**src/rtl/led_chaser_pkg.sv**
```systemverilog
// Shared types and constants for the LED chaser.
// Optional feature macro used by this block: LED_CHASER_BOUNCE_EN (ping-pong at the ends).
package led_chaser_pkg;

    typedef enum logic [1:0] {
        IDLE  = 2'd0,
        RUN   = 2'd1,
        PAUSE = 2'd2
    } state_t;

    localparam logic DIR_UP   = 1'b0;  // shift toward MSB
    localparam logic DIR_DOWN = 1'b1;  // shift toward LSB

endpackage

```
**src/rtl/toggle_edge_sync.sv**
```systemverilog
// Brings a slow asynchronous toggle into the clk domain and emits a one-cycle
// step for every transition (rising or falling) of the toggle.
module toggle_edge_sync
    import led_chaser_pkg::*;
(
    input  logic clk,
    input  logic rst_n,
    input  logic in_toggle,
    output logic step
);

    logic s1_q, s2_q, s3_q;
    logic s1_d, s2_d, s3_d;

    // Two flops for metastability, the third remembers the previous settled value.
    always_comb begin
        s1_d = in_toggle;
        s2_d = s1_q;
        s3_d = s2_q;
    end

    // Synchronizer chain register.
    always_ff @(posedge clk or negedge rst_n) begin
        if (!rst_n) begin
            s1_q <= 1'b0;
            s2_q <= 1'b0;
            s3_q <= 1'b0;
        end else begin
            s1_q <= s1_d;
            s2_q <= s2_d;
            s3_q <= s3_d;
        end
    end

    assign step = s2_q ^ s3_q;

endmodule

```
**src/rtl/led_chaser.sv**
```systemverilog
// One-hot LED chaser advanced by toggles of a slow input, with a small
// IDLE/RUN/PAUSE controller and an optional bounded run length.
// Optional feature macro: LED_CHASER_BOUNCE_EN -- reverse at the end bits
// instead of wrapping around.
module led_chaser
    import led_chaser_pkg::*;
#(
    parameter int N_LED     = 8,
    parameter int RUN_STEPS = 16,
    parameter int CNT_W     = 8
) (
    input  logic             clk,
    input  logic             rst_n,
    input  logic             in_toggle,
    input  logic             start,
    input  logic             stop,
    input  logic             pause,
    input  logic             dir,
    output logic [N_LED-1:0] led,
    output logic             busy,
    output logic             done,
    output logic [CNT_W-1:0] step_cnt
);

    localparam logic [CNT_W-1:0] RUN_STEPS_C = CNT_W'(RUN_STEPS);
    localparam logic [N_LED-1:0] LED_LSB     = N_LED'(1);
    localparam logic [N_LED-1:0] LED_MSB     = {1'b1, {(N_LED-1){1'b0}}};

    logic step;

    state_t           state_q, state_d;
    logic [N_LED-1:0] led_q, led_d;
    logic [CNT_W-1:0] step_cnt_q, step_cnt_d;
    logic             dir_q, dir_d;
    logic             busy_q, busy_d;
    logic             done_q, done_d;

    logic [N_LED-1:0] led_step;
    logic             dir_step;
    logic [CNT_W-1:0] cnt_inc;

    toggle_edge_sync u_sync (
        .clk       (clk),
        .rst_n     (rst_n),
        .in_toggle (in_toggle),
        .step      (step)
    );

    // Pattern one position further along the current direction.
    always_comb begin
        led_step = led_q;
        dir_step = dir_q;
`ifdef LED_CHASER_BOUNCE_EN
        if (dir_q == DIR_UP) begin
            if (led_q[N_LED-1]) begin
                led_step = led_q >> 1;
                dir_step = DIR_DOWN;
            end else begin
                led_step = led_q << 1;
            end
        end else begin
            if (led_q[0]) begin
                led_step = led_q << 1;
                dir_step = DIR_UP;
            end else begin
                led_step = led_q >> 1;
            end
        end
`else
        if (dir_q == DIR_UP) begin
            led_step = {led_q[N_LED-2:0], led_q[N_LED-1]};
        end else begin
            led_step = {led_q[0], led_q[N_LED-1:1]};
        end
`endif
    end

    assign cnt_inc = step_cnt_q + CNT_W'(1);

    // Controller: stop wins, then pause, then step; start only from IDLE.
    always_comb begin
        state_d    = state_q;
        led_d      = led_q;
        step_cnt_d = step_cnt_q;
        dir_d      = dir_q;
        done_d     = 1'b0;
        case (state_q)
            IDLE: begin
                led_d = '0;
                if (start && !stop) begin
                    state_d    = RUN;
                    dir_d      = dir;
                    led_d      = (dir == DIR_DOWN) ? LED_MSB : LED_LSB;
                    step_cnt_d = '0;
                end
            end
            RUN: begin
                if (stop) begin
                    state_d    = IDLE;
                    led_d      = '0;
                    step_cnt_d = '0;
                end else if (pause) begin
                    state_d = PAUSE;
                end else if (step) begin
                    if ((RUN_STEPS != 0) && (cnt_inc == RUN_STEPS_C)) begin
                        state_d    = IDLE;
                        led_d      = '0;
                        step_cnt_d = '0;
                        done_d     = 1'b1;
                    end else begin
                        led_d      = led_step;
                        dir_d      = dir_step;
                        step_cnt_d = cnt_inc;
                    end
                end
            end
            PAUSE: begin
                if (stop) begin
                    state_d    = IDLE;
                    led_d      = '0;
                    step_cnt_d = '0;
                end else if (!pause) begin
                    state_d = RUN;
                end
            end
            default: begin
                state_d    = IDLE;
                led_d      = '0;
                step_cnt_d = '0;
            end
        endcase
        busy_d = (state_d != IDLE);
    end

    // Controller, pattern, counter and output registers.
    always_ff @(posedge clk or negedge rst_n) begin
        if (!rst_n) begin
            state_q    <= IDLE;
            led_q      <= '0;
            step_cnt_q <= '0;
            dir_q      <= DIR_UP;
            busy_q     <= 1'b0;
            done_q     <= 1'b0;
        end else begin
            state_q    <= state_d;
            led_q      <= led_d;
            step_cnt_q <= step_cnt_d;
            dir_q      <= dir_d;
            busy_q     <= busy_d;
            done_q     <= done_d;
        end
    end

    assign led      = led_q;
    assign busy     = busy_q;
    assign done     = done_q;
    assign step_cnt = step_cnt_q;

endmodule

```
**config.mk**
```make
export PLATFORM = sky130hd
export DESIGN_NAME = led_chaser
export DESIGN_NICKNAME = d
export VERILOG_FILES = /design/src/rtl/led_chaser_pkg.sv /design/src/rtl/toggle_edge_sync.sv /design/src/rtl/led_chaser.sv
export SDC_FILE = /design/constraint.sdc
export NUM_CORES = 1
export LEC_CHECK = 0
export ABC_CLOCK_PERIOD_IN_PS = 2500
export CAP_MARGIN = 20
export CORE_ASPECT_RATIO = 1.4
export CORE_MARGIN = 5
export CORE_UTILIZATION = 54
export CTS_CLUSTER_DIAMETER = 80
export DETAILED_ROUTE_END_ITERATION = 6
export PLACE_DENSITY = 0.83
export SLEW_MARGIN = 25
export SYNTH_ARGS = -nofsm -noshare
export SYNTH_HDL_FRONTEND = slang
export SYNTH_SLANG_ARGS = --single-unit
```
**constraint.sdc**
```tcl
create_clock -name clk -period 2.5 [get_ports clk]
set_clock_uncertainty 0.1 [all_clocks]
set_input_delay 0.375 -clock clk [delete_from_list [all_inputs] [get_ports clk]]
set_output_delay 0.375 -clock clk [all_outputs]
set_load 0.01 [all_outputs]
```
---- After elaboration in Yosys (flattened, before gate mapping) ----
Cells that the tools add are included.
storage, ports and cells
  bits in registers ....................... 24
  output and inout bits ................... 18
  word-level logic and storage cells ...... 53
operators by class
  $add $sub $neg .......................... 1
  equal/unequal tests ..................... 7
  multiplexer cells ....................... 28
  bitwise gates (word level) .............. 1
  reductions and logical operators ........ 7
operators with widths
  cell                                                             count
  8-bit two-way mux                                                13
  8-bit one-hot mux with 3 select lines                            2
  2-bit two-way mux                                                7
  8-bit by 1-bit adder with 8-bit output, second input constant    1
  8-bit by 5-bit == test with 1-bit output, second input constant  1
  3-bit inequality test, second input constant                     2
  2-bit one-hot mux with 3 select lines                            1
  1-bit two-way mux                                                5
  2-bit inequality test, second input constant                     2
  4-bit AND reduction                                              1
  3-bit AND reduction                                              1
  2-bit by 1-bit == test with 1-bit output, second input constant  1
  2-bit == test, second input constant                             1
  2-bit zero test                                                  1
  2-bit AND reduction                                              1
  2-bit nonzero test                                               1
  1-bit logical AND                                                1
  1-bit zero test                                                  1
  1-bit bitwise XOR                                                1

---- Depth between registers and ports, before layout ----
  word-level depth ........................ 8
  gate-level depth with buffers ........... 6
  depth with buffers taken out ............ 6

---- Cells and area by module ----
A second synthesis with hierarchy kept.
unflattened totals
  cell total of the unflattened synthesis .. 128
  area total of the unflattened synthesis .. 1293.7 um^2
modules (own cells, without submodules)
  module            times used  cells an instance  area each (um^2)  seq. area each (um^2)
  led_chaser        1           124                1209.9            525.5
  toggle_edge_sync  1           4                  83.8              75.1

---- Worst setup path after synthesis ----
OpenSTA, ideal clock, no wires.
  path kind ............................... flip-flop to flip-flop
  start point ............................. register step_cnt_q[0] (netlist: step_cnt[0])
  end point ............................... register step_cnt_q[1] (netlist: step_cnt[1])
  setup time .............................. 0.122 ns
  arrival ................................. 1.466 ns
  slack ................................... 0.812 ns
  stages on the path, launching flop included .. 5
  cells stage by stage .................... dfrtp_1 -> and3_1 -> a311oi_2 -> o221ai_4 -> a32o_1
between the ends
  cells in the longest elaborated chain, start to end .. 7
RTL lines
  what                                      line               RTL
  from (decl)                               led_chaser.sv:33   logic [CNT_W-1:0] step_cnt_q, step_cnt_d;
  from (signal assigned)                    led_chaser.sv:147  step_cnt_q <= step_cnt_d;
  8-bit by 1-bit adder with 8-bit output *  led_chaser.sv:78   assign cnt_inc = step_cnt_q + CNT_W'(1);
  8-bit by 5-bit == test with 1-bit output  led_chaser.sv:105  if ((RUN_STEPS != 0) && (cnt_inc == RUN_STEPS_C)) begin
  8-bit two-way mux *                       led_chaser.sv:105
  8-bit two-way mux *                       led_chaser.sv:104  end else if (step) begin
  8-bit two-way mux *                       led_chaser.sv:102  end else if (pause) begin
  8-bit two-way mux *                       led_chaser.sv:98   if (stop) begin
  8-bit one-hot mux with 3 select lines *   led_chaser.sv:87   case (state_q)
Mark *: on every way between the ends. The rest lies on a longest branch, timed or not. The select of a mux whose other input is x is not followed.
A chain may end at the register's enable or synchronous reset.

---- Final worst setup path ----
  start point ............................. register step_cnt_q[0] (netlist: step_cnt[0])
  end point ............................... output port step_cnt[0]
RTL lines
  what       line              RTL
  to (decl)  led_chaser.sv:22  output logic [CNT_W-1:0] step_cnt
No word-level cell between the ends.

==> metrics.log <==
[metrics] root buffer cell: sky130_fd_sc_hd__clkbuf_4
[metrics] post-route fraction of the period consumed by the critical path: 0.755
[metrics] cell count after synthesis: 121
[metrics] wire length of the first global-routing pass: 4710 microns
[metrics] number of hold-repair buffers added at the cts stage: 0
[metrics] placer's final routability congestion estimate: 0.873
[metrics] post-synthesis async set-or-reset flop share: 1.00
[metrics] maximum fanout along the worst path: 8
[metrics] Crit. path cell count: 1
[metrics] Register-to-Register Path Depth: 5
[metrics] R2R setup slack: 0.71 ns
[metrics] Data arrival, critical path: 1.41 ns
[metrics] total gr overflow: 0
[metrics] hold crit path type: flop to flop
[metrics] Peak VDD IR: 0.400 mV
[metrics] cts repair resizes: 0
[metrics] count of nets after finishing: 158
[metrics] Synthesized Nets: 129
[metrics] clock-pin slew on the worst setup and hold paths: 0.13 ns
[metrics] Worst-Skew Late Latency: 0.31 ns
[metrics] power per cell area: 496 nW/um^2
[metrics] layout overhead on the synthesized area: 25.7%
[metrics] clock tree from TritonCTS: built
[metrics] post-route cell area: 1600 sq um
[metrics] half-perimeter wire length after placement: 1970 microns
[metrics] startpoint of the worst setup timing path: step_cnt[0]
[metrics] number of synthesis warnings: 0
[metrics] Post-Route WL: 2570 microns
[metrics] initial core utilization: 0.572
[metrics] clock buffers created by TritonCTS: 3
[metrics] number of antenna violations at the first check in global routing: 0
[metrics] distinct cell type count after synthesis: 41
[metrics] post-synth top area share: 0.471
[metrics] required arrival time at the worst endpoint: 2.03 ns
[metrics] reg-to-reg endpoint: led[7]
[metrics] combined area of all synthesized cells: 1270 sq um
[metrics] post-CTS setup-driven buffer insertion count: 0
[metrics] post-detailed-route DRC marker count: 0
[metrics] number of port buffers: 24
[metrics] IO Pins: 25
[metrics] flip-flop cell with the highest count after synthesis: sky130_fd_sc_hd__dfrtp_1
[metrics] largest net degree at the start of global routing: 25
[metrics] height of the die: 67.5 microns
[metrics] Critical Path Sink Type: output port
[metrics] cells along the critical path: clkdlybuf4s50_1
[metrics] TNS Setup: 0 ns
[metrics] max capacitance violation total: 0
[metrics] largest incremental delay on the critical path: 0.59 ns
[metrics] R2R Path Start: step_cnt[0]
[metrics] Synth top cells by count: 24 x sky130_fd_sc_hd__dfrtp_1, 10 x sky130_fd_sc_hd__nand2_1, 9 x sky130_fd_sc_hd__nor2_1, 9 x sky130_fd_sc_hd__o21ai_2
[metrics] count of buffer and inverter cells on the critical path: 1
[metrics] first-pass iteration count of the detailed router: 4
[metrics] static leakage: 0.662 nW
[metrics] timing-limited maximum frequency: 530 MHz
[metrics] number of diodes added for antenna fixing: 0
[metrics] status: complete, no violations
[metrics] setup repair after global routing missed its margin: no
[metrics] worst-case headroom to the max-slew limit: 0.691
[metrics] dominant cell type by area after synthesis: sky130_fd_sc_hd__dfrtp_1
[metrics] Critical Setup Path Class: flop to output port
[metrics] Core Rows: 20
[metrics] endpoints failing hold: 0
[metrics] initial detailed-routing violation count: 15
[metrics] post-layout power: 0.794 mW
[metrics] Via density: 5.99
[metrics] total track usage: 0.181
[metrics] transition time of the tightest slew-check pin: 0.460 ns
[metrics] largest delay contributor family on the critical path: buffers and inverters
[metrics] register area share after synthesis: 0.471
[metrics] H-tree level count: 1
[metrics] maximum clock insertion buffer count: 2
[metrics] count of pins over their slew limit: 0
[metrics] count of final setup violators: 0
[metrics] Tmin final: 1.89 ns
[metrics] standard cell with the maximum stage delay on the critical path: sky130_fd_sc_hd__clkdlybuf4s50_1
[metrics] most numerous cell in the Yosys netlist: sky130_fd_sc_hd__dfrtp_1
[metrics] Core ar.: 2230 sq um
[metrics] end of the critical path: step_cnt[0]
[metrics] mean post-synth cell area: 10.5 sq um
[metrics] fraction of layout cells with a size suffix above 1: 0.181
[metrics] placed standard-cell area: 1550 sq um
[metrics] die outline area: 3450 sq um
[metrics] count of nets left with antenna violations after detail routing: 0
[metrics] number of global-route vias before repair: 1044
[metrics] horizontal die dimension: 51.1 microns
[metrics] average wire per cell in the routed design: 15.0 microns
[metrics] number of enable flip-flop cells after synthesis: 0
[metrics] number of vias after detailed routing: 1025
[metrics] Setup crit start kind: flop
[metrics] number of flip-flops and latches in the synthesized netlist: 24
[metrics] number of clock sinks seen by CTS: 24
[metrics] largest cells by area after synthesis: sky130_fd_sc_hd__dfrtp_1 47%, sky130_fd_sc_hd__mux2i_1 6.3%, sky130_fd_sc_hd__o21ai_2 6.2%
metal layers:
metal	global-route usage	vias to the layer above	wire length [microns]
li1	-	502	-
met1	0.230	490	1110
met2	0.290	29	1300
met3	0.0375	4	125
met4	0.0909	0	28
met5	0	-	0
final cells by class:
type | instances | area, sq um
inverters | 3 | 11.3
fillers | 163 | 624
flip-flops and latches | 24 | 601
repair buffers | 26 | 255
well taps | 22 | 27.5
multi-input cells | 92 | 656
clock buffers | 3 | 22.5
clock inverters | 1 | 30.0
stage by stage:
stage / utilization / setup WS [ns] / cells / hold WS, ns
3_3_place_gp: 0.696 / 0.448 / 167 / 0.240
6_report: 0.720 / 0.613 / 171 / 0.270
4_1_cts: 0.720 / 0.592 / 171 / 0.271
2_1_floorplan: - / 0.812 / 121 / -0.0206
5_1_grt: 0.720 / 0.520 / 171 / 0.298
3_5_place_dp: 0.696 / 0.393 / 167 / 0.240
worst min-delay path by stage:
| stage | startpoint | end | slack [ns] | cells past startpoint |
|---|---|---|---|---|
| CTS | u_sync.s1_q | u_sync.s2_q | 0.27 | 0 |
| floorplan | rst_n | busy | -0.02 | 0 |
| global route | u_sync.s1_q | u_sync.s2_q | 0.30 | 0 |
| global placement | u_sync.s1_q | u_sync.s2_q | 0.24 | 0 |
| finish | u_sync.s1_q | u_sync.s2_q | 0.27 | 0 |
| detailed placement | u_sync.s1_q | u_sync.s2_q | 0.24 | 0 |
registers in the layout, summed over array words and instances, names as in the netlist:
signal / flops
led: 8
u_sync.s1_q: 1
busy: 1
u_sync.s2_q: 1
u_sync.s3_q: 1
done: 1
dir_q: 1
step_cnt: 8
state_q: 2
layout by cell type (no fill, tap or decap), types with 2 or more instances in the layout:
master / Yosys / routed
sky130_fd_sc_hd__dfrtp_1: 24 / 24
sky130_fd_sc_hd__clkdlybuf4s50_1: 0 / 24
sky130_fd_sc_hd__nand2_1: 10 / 10
sky130_fd_sc_hd__nor2_1: 9 / 9
sky130_fd_sc_hd__o21ai_2: 9 / 9
sky130_fd_sc_hd__mux2i_1: 8 / 8
sky130_fd_sc_hd__o21ai_0: 8 / 8
sky130_fd_sc_hd__nand2b_1: 5 / 5
sky130_fd_sc_hd__a21oi_1: 4 / 4
sky130_fd_sc_hd__inv_1: 3 / 3
sky130_fd_sc_hd__nand3_1: 3 / 3
sky130_fd_sc_hd__clkbuf_4: 0 / 3
sky130_fd_sc_hd__o21bai_1: 2 / 2
sky130_fd_sc_hd__and3_1: 2 / 2
sky130_fd_sc_hd__o21ai_1: 2 / 2
sky130_fd_sc_hd__nor2_2: 2 / 2
sky130_fd_sc_hd__nand4_1: 2 / 2
sky130_fd_sc_hd__a31oi_1: 2 / 2
sky130_fd_sc_hd__nor2b_1: 2 / 2
sky130_fd_sc_hd__buf_4: 0 / 2
power breakdown:
group          internal (mW)  switching (mW)
Sequential             0.400          0.0244
Combinational         0.0501          0.0444
Clock                  0.162           0.113
cells by family after synthesis:
logic type | Yosys count | share of synthesized area
and+or+nand+nor | 43 | 0.193
adders and majority gates | 1 | 0.00981
xor gates and xnor gates | 2 | 0.0137
DFF | 24 | 0.471
AOI/OAI and AO/OA | 37 | 0.226
buffers and inverters | 5 | 0.0147
muxes | 9 | 0.0716
No activity file was read; power rests on OpenSTA's default activity.
==> RTL edit 1: new RTL, config.mk and constraints unchanged <==
Add a define of `LED_CHASER_BOUNCE_EN`.
--- a/src/rtl/led_chaser.sv
+++ b/src/rtl/led_chaser.sv
@@ -2,6 +2,8 @@
 // IDLE/RUN/PAUSE controller and an optional bounded run length.
 // Optional feature macro: LED_CHASER_BOUNCE_EN -- reverse at the end bits
 // instead of wrapping around.
+`define LED_CHASER_BOUNCE_EN
+
 module led_chaser
     import led_chaser_pkg::*;
 #(
Check against the original RTL: same outputs for any inputs over 10 cycles, from zero or initial values and one cycle with rst_n low; that may be too few to reach the edited logic, so the function may still have changed.
==> RTL edit 1 against the original RTL <==
  * Total power up 14%
  * Design area up 2.2%
  * Routed wire length up 23%
  * Synthesized area up 3.7%
  * Sequential power up 3%
  * Global-route usage up 1.7 points
  * Worst setup slack worse by 35 ps
  * First-iteration DRC count rose to 4.3 times the old value
  * Sequential cell count unchanged
  * Synthesized cell count up 12%
==> RTL edit 1: results (changes against the original RTL) <==
Placement:
- The number of placed cells counting well taps is 181 (was 167).
- The routability congestion estimate from global placement is 0.8808 (was 0.8729).
- The setup slack at placement is 302.6 ps (was 393.3 ps).
- The half-perimeter wire length after placement came to 2.317 mm (was 1.974 mm).

Synthesis:
- The gate count after technology mapping is 136 (was 121).
- Most numerous cell types in the synthesized netlist: sky130_fd_sc_hd__dfrtp_1 (24), sky130_fd_sc_hd__nand2_1 (15), sky130_fd_sc_hd__o21ai_0 (13) (was sky130_fd_sc_hd__dfrtp_1 (24), sky130_fd_sc_hd__nand2_1 (10), sky130_fd_sc_hd__nor2_1 (9), sky130_fd_sc_hd__o21ai_2 (9)).
- The register area share after synthesis came to 45.41% (was 47.11%).
- The distinct cell type count of the synthesized netlist came to 47 (was 41).
- The compound-gate portion of the synthesized area was 23.65% (was 22.57%).
- The post-synthesis share of cell area spent on full adders, half adders and majority gates came to 0.9461% (was 0.9814%).
- The xor and xnor fraction of the mapped netlist area came to 1.987% (was 1.374%).
- Cell types with the largest area share after synthesis: sky130_fd_sc_hd__dfrtp_1 (45%), sky130_fd_sc_hd__o21ai_0 (4.9%), sky130_fd_sc_hd__nand2_1 (4.3%) (was sky130_fd_sc_hd__dfrtp_1 (47%), sky130_fd_sc_hd__mux2i_1 (6.3%), sky130_fd_sc_hd__o21ai_2 (6.2%)).

Routing:
- The initial detailed-routing violation count came to 64 (was 15).
- The routed length per placed instance came to 17.02 um (was 15.02 um).
- The total routed wirelength came to 3.148 mm (was 2.568 mm).
- The per-cell via count in the routed design is 6.432 (was 5.994).

Worst setup path:
- The capture point of the worst path was step_cnt[3] (was step_cnt[0]).
- The worst-case reg-to-reg path depth came to 4 (was 5).
- The signal arrival time at the worst endpoint came to 1450 ps (was 1410 ps).
- The endpoint of the worst-slack reg-to-reg timing path is led[5] (was led[7]).
- The beginning of the critical path is step_cnt[3] (was step_cnt[0]).
- The largest fanout of any net on the critical path was 10 (was 8).
- The beginning of the worst register-to-register path is step_cnt[5] (was step_cnt[0]).

Cells and area:
- The layout net count was 171 (was 158).

Run status:
- Status: completed (unchanged).

Timing:
- The final setup slack of the worst path is 577.7 ps (was 612.7 ps).
- The remaining max-slew budget at the tightest pin is 54.54% (was 69.05%).

Global routing:
- The number of global-route vias before repair is 1177 (was 1044).
- The all-layer global routing usage is 19.82% (was 18.09%).
- The global-route wire length before repair is 5.326 mm (was 4.712 mm).

Power and ir drop:
- The cell leakage power is 0.6525 nW (was 0.6617 nW).
- The largest voltage drop on the vdd net is 0.0004066 V (was 0.0003996 V).

Min path:
- The class of the worst hold path is in2async (was reg2reg).

Clocking:
- The number of buffers inserted during clock tree synthesis was 3 (unchanged).
==> RTL edit 1: logic make-up after synthesis <==
kind of cell,Yosys count
mux,6
buf+inv,11
simple gates,48
flops,24
compound gates,43
xor+xnor,3
fa+ha+maj,1
==> RTL edit 1: layer usage <==
| metal | part of all wire (%) | GRT usage (%) |
|---|---|---|
| met5 | 0 | 0 |
| met2 | 52 | 31.29 |
| met1 | 41 | 25.65 |
| met4 | 2.3 | 10.16 |
| met3 | 5.2 | 3.871 |
==> RTL edit 1: final cells by class <==
class | instances | area [um^2]
Clock inverter | 1 | 30.03
Sequential cell | 24 | 600.6
Inverter | 6 | 22.52
Multi-Input combinational cell | 101 | 670.6
Fill cell | 191 | 726.9
Tap cell | 23 | 28.78
Clock buffer | 3 | 22.52
Timing Repair Buffer | 27 | 262.8
==> RTL edit 1: report_power, final <==
group / internal [mW] / leakage [nW] / switching (mW)
sequential: 0.407 / 0.323 / 0.0294
clock: 0.162 / 0.0279 / 0.124
combinational: 0.0819 / 0.302 / 0.102
==> RTL edit 2: new RTL, config.mk and constraints unchanged <==
Made on the original files. Put one more register stage on the output `step_cnt`. The value now appears one clock later. The other outputs are not delayed to match.
--- a/src/rtl/led_chaser.sv
+++ b/src/rtl/led_chaser.sv
@@ -154,7 +154,9 @@
     assign led      = led_q;
     assign busy     = busy_q;
     assign done     = done_q;
-    assign step_cnt = step_cnt_q;
+    always_ff @(posedge clk) begin
+        step_cnt <= step_cnt_q;
+    end
 
 endmodule
 
Formal check against the unedited RTL: not equivalent (Yosys sat finds a counterexample within 4 cycles, from zero or initial values and one cycle with rst_n low).
==> RTL edit 2 against the original RTL <==
  * Sequential cell count increased by 8
  * Routed wire length rose by 15%
  * Critical path depth grew 3
  * Via count is 13% higher
  * Count of clock-buffer cells in the layout rose by 4
  * Synthesized area is 16% higher
  * Design area up 13%
  * Hold slack worse by 12 ps
  * Global-route usage shrank 0.56 points
  * Utilization down 2.7 points
  * Non-clock buffer count increased by 4
  * Worst setup slack got worse by 180 ps
  * Total power up 18%
  * Critical endpoint is now led[6]
  * Largest cell class is now sequential cells
  * Largest power group unchanged
==> RTL edit 2: results (changes against the original RTL) <==
Synthesis:
- The synthesized net count is 136 (was 129).
- Cell types with the largest area share after synthesis: sky130_fd_sc_hd__dfrtp_1 (41%), sky130_fd_sc_hd__dfxtp_1 (11%), sky130_fd_sc_hd__o31ai_2 (5.9%) (was sky130_fd_sc_hd__dfrtp_1 (47%), sky130_fd_sc_hd__mux2i_1 (6.3%), sky130_fd_sc_hd__o21ai_2 (6.2%)).
- The gate count after technology mapping was 128 (was 121).
- The compound-gate portion of the synthesized area is 21.10% (was 22.57%).
- The xor and xnor fraction of the mapped netlist area came to 2.373% (was 1.374%).
- The post-synthesis share of cell area spent on full adders, half adders and majority gates is 0.8475% (was 0.9814%).
- The distinct cell type count of the synthesized netlist is 43 (was 41).
- The async set-or-reset flop fraction in the synthesized netlist was 75.00% (was 100.0%).
- Most numerous cell types in the synthesized netlist: sky130_fd_sc_hd__dfrtp_1 (24), sky130_fd_sc_hd__nand2_1 (14), sky130_fd_sc_hd__dfxtp_1 (8), sky130_fd_sc_hd__mux2i_1 (8), sky130_fd_sc_hd__o31ai_2 (7) (was sky130_fd_sc_hd__dfrtp_1 (24), sky130_fd_sc_hd__nand2_1 (10), sky130_fd_sc_hd__nor2_1 (9), sky130_fd_sc_hd__o21ai_2 (9)).
- The multiplexer share of the synthesized area was 6.186% (was 7.164%).

Routing:
- The total routed wirelength is 2.960 mm (was 2.568 mm).
- The initial detailed-routing violation count is 37 (was 15).
- The per-cell via count in the routed design is 5.933 (was 5.994).

Global routing:
- The number of global-route vias before repair is 1123 (was 1044).
- The all-layer global routing usage is 17.53% (was 18.09%).
- The global-route wire length before repair is 4.905 mm (was 4.712 mm).

Placement:
- The post-place instance area came to 1760 um^2 (was 1550 um^2).
- The routability congestion estimate from global placement is 0.8974 (was 0.8729).
- The half-perimeter wire length after placement is 2.155 mm (was 1.974 mm).
- The setup slack at placement is 212.5 ps (was 393.3 ps).
- The number of port buffers was 24 (unchanged).

Timing:
- The remaining max-slew budget at the tightest pin is 58.25% (was 69.05%).

Clocking:
- The clock-pin transition on the worst setup and hold timing paths is 80 ps (was 130 ps).
- The number of buffers inserted during clock tree synthesis was 5 (was 3).
- The depth of the CTS H-tree is 2 (was 1).
- The post-cts resize count is 0 (unchanged).
- The clock network latency to the later pin of the worst-skew pair is 330 ps (was 310 ps).

Power and ir drop:
- The cell leakage power is 0.7738 nW (was 0.6617 nW).

Worst setup path:
- The largest fanout of any net on the critical path is 12 (was 8).
- The register-to-register setup slack is 430 ps (was 710 ps).
- The endpoint of the worst-slack reg-to-reg timing path is led[6] (was led[7]).
- The worst-case reg-to-reg path depth is 4 (was 5).
- The signal arrival time at the worst endpoint is 2160 ps (was 1410 ps).

Run status:
- Status: completed (unchanged).

Cells and area:
- The count of non-filler cells in the finished layout is 195 (was 171).
- The fill cell total of the finished layout came to 208 (was 163).
- The fraction of layout cells with a size suffix above 1 is 15.09% (was 18.12%).

Min path:
- The worst hold path startpoint is u_sync.s1_q (unchanged).
RTL edit 2: changes by cell type after synthesis, sizes merged, moves of 3 or more:
cell / delta
buf: +4
dfxtp: +8
nor2: -8
and2: +3
nand3: -4
o21ai: -13
nand2b: -5
o31ai: +12
RTL edit 2: report_power, final:
part           leakage (nW)  switching, mW  internal (mW)
logic                 0.357         0.0541         0.0590
clock network        0.0293          0.160          0.109
registers             0.387         0.0261          0.531
RTL edit 2: through the flow:
step | util [%] | hold slack [ps]
after floorplan | - | -20.59
after global placement | 67.32 | 236.1
after detailed placement | 67.32 | 241.3
after CTS | 69.23 | 261.3
after global routing | 69.23 | 276.0
final | 69.23 | 257.7
RTL edit 2: layout make-up:
class | instances | area (um^2) | share of cell area (%)
flip-flops and latches | 32 | 760.7 | 42.02
multi-input cells | 87 | 661.9 | 36.56
inverters | 2 | 7.507 | 0.4147
well taps | 36 | 45.04 | 2.488
repair buffers | 30 | 285.3 | 15.76
clock inverters | 1 | 5.005 | 0.2764
clock buffers | 7 | 45.04 | 2.488
RTL edit 2: metal layers:
| layer | GRT usage (%) | up-vias | part of all wire [%] |
|---|---|---|---|
| met5 | 0 | - | 0 |
| met4 | 12.47 | 0 | 3.5 |
| met3 | 5.613 | 14 | 6.0 |
| met2 | 28.23 | 37 | 52 |
| met1 | 18.44 | 568 | 38 |
| li1 | - | 538 | - |
RTL edit 2: worst max path at each step:
stage | from | endpoint | slack, ps | cells past startpoint
2_1_floorplan | step_cnt_q[0] | step_cnt_q[0] | 710 | 6
3_3_place_gp | stop | led[4] | 280 | 4
3_5_place_dp | stop | led[3] | 210 | 4
4_1_cts | step_cnt_q[0] | led[3] | 420 | 4
5_1_grt | step_cnt_q[0] | led[6] | 270 | 4
6_report | step_cnt_q[0] | led[6] | 430 | 4
RTL edit 2: logic make-up after synthesis:
logic type      Yosys count
fa+ha+maj                 1
simple gates             37
compound gates           36
mux                       9
buf+inv                   9
xor+xnor                  4
flops                    32
RTL edit 2: worst max-delay path, stage by stage, from the launching register on:
cell                       delay [ps]
sky130_fd_sc_hd__dfrtp_1          450
sky130_fd_sc_hd__and3_1           290
sky130_fd_sc_hd__a211o_1          340
sky130_fd_sc_hd__a211oi_4         600
sky130_fd_sc_hd__o41ai_1          160
